==> src/rtl/or1200_ack_gate_mc.sv <==
// Per-channel ack gate: holds cache/memory acks until an unstall token (or watchdog) releases them.
// Latency 1 cycle from ack_i or token to ack_o; no backpressure, acks beyond 2^CNT_W-1 pending are dropped and flagged.
module or1200_ack_gate_mc #(
   parameter int NCH         = 2,
   parameter int CNT_W       = 3,
   parameter int GATE_STORES = 0,
   parameter int TO_W        = 8,
   parameter int TIMEOUT     = 0
) (
   input  logic                 clk,
   input  logic                 rst,
   input  logic [NCH-1:0]       ack_i,
   input  logic [NCH-1:0]       lsu_we,
   input  logic [NCH-1:0]       unstall_i,
   input  logic [NCH-1:0]       flush_i,
   output logic [NCH-1:0]       ack_o,
   output logic [NCH*CNT_W-1:0] pending_o,
   output logic [NCH-1:0]       overflow_o,
   output logic [NCH-1:0]       timeout_o
);

   localparam logic [CNT_W-1:0] PEND_MAX = '1;
   localparam bit               GS       = (GATE_STORES != 0);

   typedef enum logic {IDLE, WAIT} ch_state_e;

   for (genvar n = 0; n < NCH; n++) begin : g_ch
      logic [CNT_W-1:0] pend_q, pend_d;
      logic             ack_q, ovf_q, ovf_set;
      logic             gated, passthru, rel_tok, rel_wd, rel;
      ch_state_e        state;

      assign state    = (pend_q != '0) ? WAIT : IDLE;
      assign gated    = ack_i[n] & (~lsu_we[n] | GS);
      assign passthru = ack_i[n] & ~gated;
      // A pass-through ack owns the output this cycle, so any release waits.
      assign rel_tok  = unstall_i[n] & ((state == WAIT) | gated) & ~passthru;
      assign rel      = rel_tok | rel_wd;

      always_comb begin
         pend_d  = pend_q;
         ovf_set = 1'b0;
         case ({gated, rel})
            2'b10: begin
               if (pend_q == PEND_MAX) ovf_set = 1'b1;
               else                    pend_d  = pend_q + CNT_W'(1);
            end
            2'b01:   pend_d = pend_q - CNT_W'(1);
            default: pend_d = pend_q;
         endcase
      end

      always_ff @(posedge clk or negedge rst) begin
         if (!rst) begin
            ack_q  <= 1'b0;
            pend_q <= '0;
            ovf_q  <= 1'b0;
         end else if (flush_i[n]) begin
            ack_q  <= 1'b0;
            pend_q <= '0;
            ovf_q  <= 1'b0;
         end else begin
            ack_q  <= passthru | rel;
            pend_q <= pend_d;
            if (ovf_set) ovf_q <= 1'b1;
         end
      end

      if (TIMEOUT != 0) begin : g_wd
         localparam logic [TO_W-1:0] WD_LAST = TO_W'(TIMEOUT - 1);
         logic [TO_W-1:0] wd_q;
         logic            to_q;

         assign rel_wd = (state == WAIT) & (wd_q == WD_LAST) & ~rel_tok & ~passthru;

         // wd holds at WD_LAST while a pass-through blocks the forced release.
         always_ff @(posedge clk or negedge rst) begin
            if (!rst) begin
               wd_q <= '0;
               to_q <= 1'b0;
            end else if (flush_i[n]) begin
               wd_q <= '0;
               to_q <= 1'b0;
            end else begin
               to_q <= rel_wd;
               if (rel || state == IDLE) wd_q <= '0;
               else if (wd_q != WD_LAST) wd_q <= wd_q + TO_W'(1);
            end
         end

         assign timeout_o[n] = to_q;
      end else begin : g_nowd
         assign rel_wd       = 1'b0;
         assign timeout_o[n] = 1'b0;
      end

      assign ack_o[n]                      = ack_q;
      assign overflow_o[n]                 = ovf_q;
      assign pending_o[n*CNT_W +: CNT_W]   = pend_q;
   end

endmodule
==> config.mk <==
export PLATFORM = sky130hd
export DESIGN_NAME = or1200_ack_gate_mc
export DESIGN_NICKNAME = d
export VERILOG_FILES = /design/src/rtl/or1200_ack_gate_mc.sv
export SDC_FILE = /design/constraint.sdc
export NUM_CORES = 1
export LEC_CHECK = 0
export CORE_UTILIZATION = 43
export DETAILED_ROUTE_END_ITERATION = 10
export PLACE_DENSITY = 0.84
export SYNTH_ARGS = -nofsm -noshare
export SYNTH_HDL_FRONTEND = slang
export SYNTH_SLANG_ARGS = --single-unit
==> constraint.sdc <==
create_clock -name clk -period 2.8 [get_ports clk]
set_clock_uncertainty 0.15 [all_clocks]
set_input_delay 0.42 -clock clk [delete_from_list [all_inputs] [get_ports clk]]
set_output_delay 0.42 -clock clk [all_outputs]
set_load 0.1 [all_outputs]
==> out/metrics.yaml <==
fin_nets: 105
clk_path_buf_depth: 2
post_route_cells_drive_above_1_share: 0.264
synth_area_leader_cell: "dfrtp_1"
grt_first_pass_wirelength_um: 1780
drc: 0
finalSetupViolCount: 0
crit_slowest_cell: "or4_1"
fp.dieArea_sq_um: 1630
io_pins: 22
outcome: "complete, no violations"
vias: 554
rows: 13
grt_overflow: 0
met1_usage: 0.229
synth_edf_count: 0
synth_cell_types: 23
drt_first_pass_iters: 4
port_buffers: 19
hpwl_um: 919
synth_top_area_frac: 0.396
syn_area_sq_um: 632
synthTopCellsByArea: "dfrtp_1 40%, buf_4 7.1%, nor2_1 5.9%"
syn_inst: 67
grt_pass1_vias: 431
cp-startpoint: "ack_i[0]"
finalCriticalPeriod_ns: 2.51
synthFlopType: "dfrtp_1"
avgSynthCellArea_sq_um: 9.43
path_clk_slew_ns: 0.06
use_met2: 0.242
ys_warn_count: 0
wire_per_inst_um: 10.6
rsz0062_at_grt: "false"
cap_violations: 0
async_reset_ff_frac: 1.00
worstSetupEndpointType: "register"
hold_viol: 0
fmax_mhz: 399
vdd_drop_max_mv: 0.451
cp.required_ns: 2.78
cts_resized: 0
setup_tns_ns: 0
wl_um: 1130
die-width_um: 40.3
post_cts_buffers: 0
criticalPathCategory: "in2reg"
h-tree-depth: 1
cts_tree: "built"
drv_slew: 0
hold_path_class: "in2async"
start_util: 0.474
max_stage_delay_ns: 0.52
power.density_nw_per_um2: 436
cp_cell_sequence: "clkdlybuf4s50_1 -> nand2b_1 -> nor3_1 -> a21o_1 -> ha_1 -> or4_1 -> a31oi_1 -> mux2_1"
timing.hold.ws_ns: 0.319
drtIter0Drc: 18
cts_root_buf: "clkbuf_4"
period_share: 0.896
rr_startpoint: "g_ch[0].pend_q[0]$_DFFE_PN0P_"
grt_use_met3: 0.0833
top_usage_layer: "met2"
ys_seq_area_frac: 0.396
core_sq_um: 1330
clk_latency_ns: 0.25
clkSinkCount: 10
critical_path_arrival_ns: 2.49
vias_per_cell: 5.23
grt_max_degree: 11
synth-seq-cells: 10
antenna_found_initial: 0
p_leak_nw: 0.433
cts_buffers: 3
critPathMaxFanout: 3
antennaDiodeCount: 0
postRouteAntennaNets: 0
synthToLayoutAreaGrowth_pct: 34.5
gp_congestion: 0.808
die_y_um: 40.3
ctsHoldBuffers: 0
startpoint_type: "primary input"
track_usage: 0.165
cell usage after synthesis (all sizes together) (4+ instances only):
| master | count |
|---|---|
| dfrtp | 10 |
| a31oi | 4 |
| buf | 6 |
| nor2 | 12 |
per-stage QoR:
stage / setup WS (ns) / total power, mW / utilization / area [sq um] / instances
floorplan: 0.0462 / 0.248 / - / 636 / 68
global placement: 0.0587 / 0.283 / 0.620 / 827 / 103
detailed placement: 0.0400 / 0.284 / 0.620 / 827 / 103
CTS: 0.309 / 0.376 / 0.637 / 850 / 106
global route: 0.173 / 0.392 / 0.637 / 850 / 106
finish: 0.292 / 0.371 / 0.637 / 850 / 106
sequential cells by signal, indices dropped and copies added (netlist names):
signal	cells
g_ch.ack_q	2
g_ch.ovf_q	2
g_ch.pend_q	6
critical path: cells and delay by family:
kind            cells  cell delay [ns]
compound gates      2             0.37
fa+ha+maj           1             0.18
buf+inv             1             0.47
mux                 1             0.33
simple gates        3             0.73
cell type report:
type	count	area, sq um
multi-input combinational	52	340
tap	15	18.8
fill	114	484
clock buffer	3	22.5
sequential	10	250
timing repair buffer	26	218
placed cells by master, fill, tap and decap left out, types with 3 or more instances in the layout:
| cell | count |
|---|---|
| clkdlybuf4s50_1 | 9 |
| a31oi_1 | 4 |
| nor2_1 | 10 |
| buf_4 | 17 |
| clkbuf_4 | 3 |
| dfrtp_1 | 10 |
kinds of logic (layout without fill, tap and decap cells):
family / Yosys count / in the layout / synth area share
xor+xnor: 2 / 2 / 0.0277
compound gates: 14 / 14 / 0.147
simple gates: 28 / 28 / 0.246
mux: 4 / 4 / 0.0673
fa+ha+maj: 2 / 2 / 0.0396
buf+inv: 6 / 29 / 0.0713
other cells: 1 / 2 / 0.00593
flops: 10 / 10 / 0.396
power by group:
| group | switching [mW] | internal (mW) | total (mW) |
|---|---|---|---|
| sequential | 0.00800 | 0.151 | 0.159 |
| combinational | 0.0839 | 0.0385 | 0.122 |
| clock | 0.0406 | 0.0492 | 0.0897 |
worst paths after layout:
path,endpoint,slack (ns),depth (start not counted)
max reg2reg,g_ch[0].pend_q[2]$_DFFE_PN0P_,0.46,7
min,g_ch[0].ovf_q$_DFFE_PN0P_,0.32,1
min in group clk,g_ch[0].ovf_q$_DFFE_PN0P_,0.35,2
max,g_ch[0].pend_q[2]$_DFFE_PN0P_,0.29,8
max in group asynchronous,g_ch[1].pend_q[0]$_DFFE_PN0P_,1.89,1
min reg2reg,g_ch[0].ovf_q$_DFFE_PN0P_,0.35,2
routing by layer:
metal,wire (um),vias to the layer above,part of all wire
li1,-,284,-
met1,567,256,0.50
met2,502,14,0.45
met3,57,0,0.051
met4,0,0,0
met5,0,-,0
No activity file was read; power rests on OpenSTA's default activity.
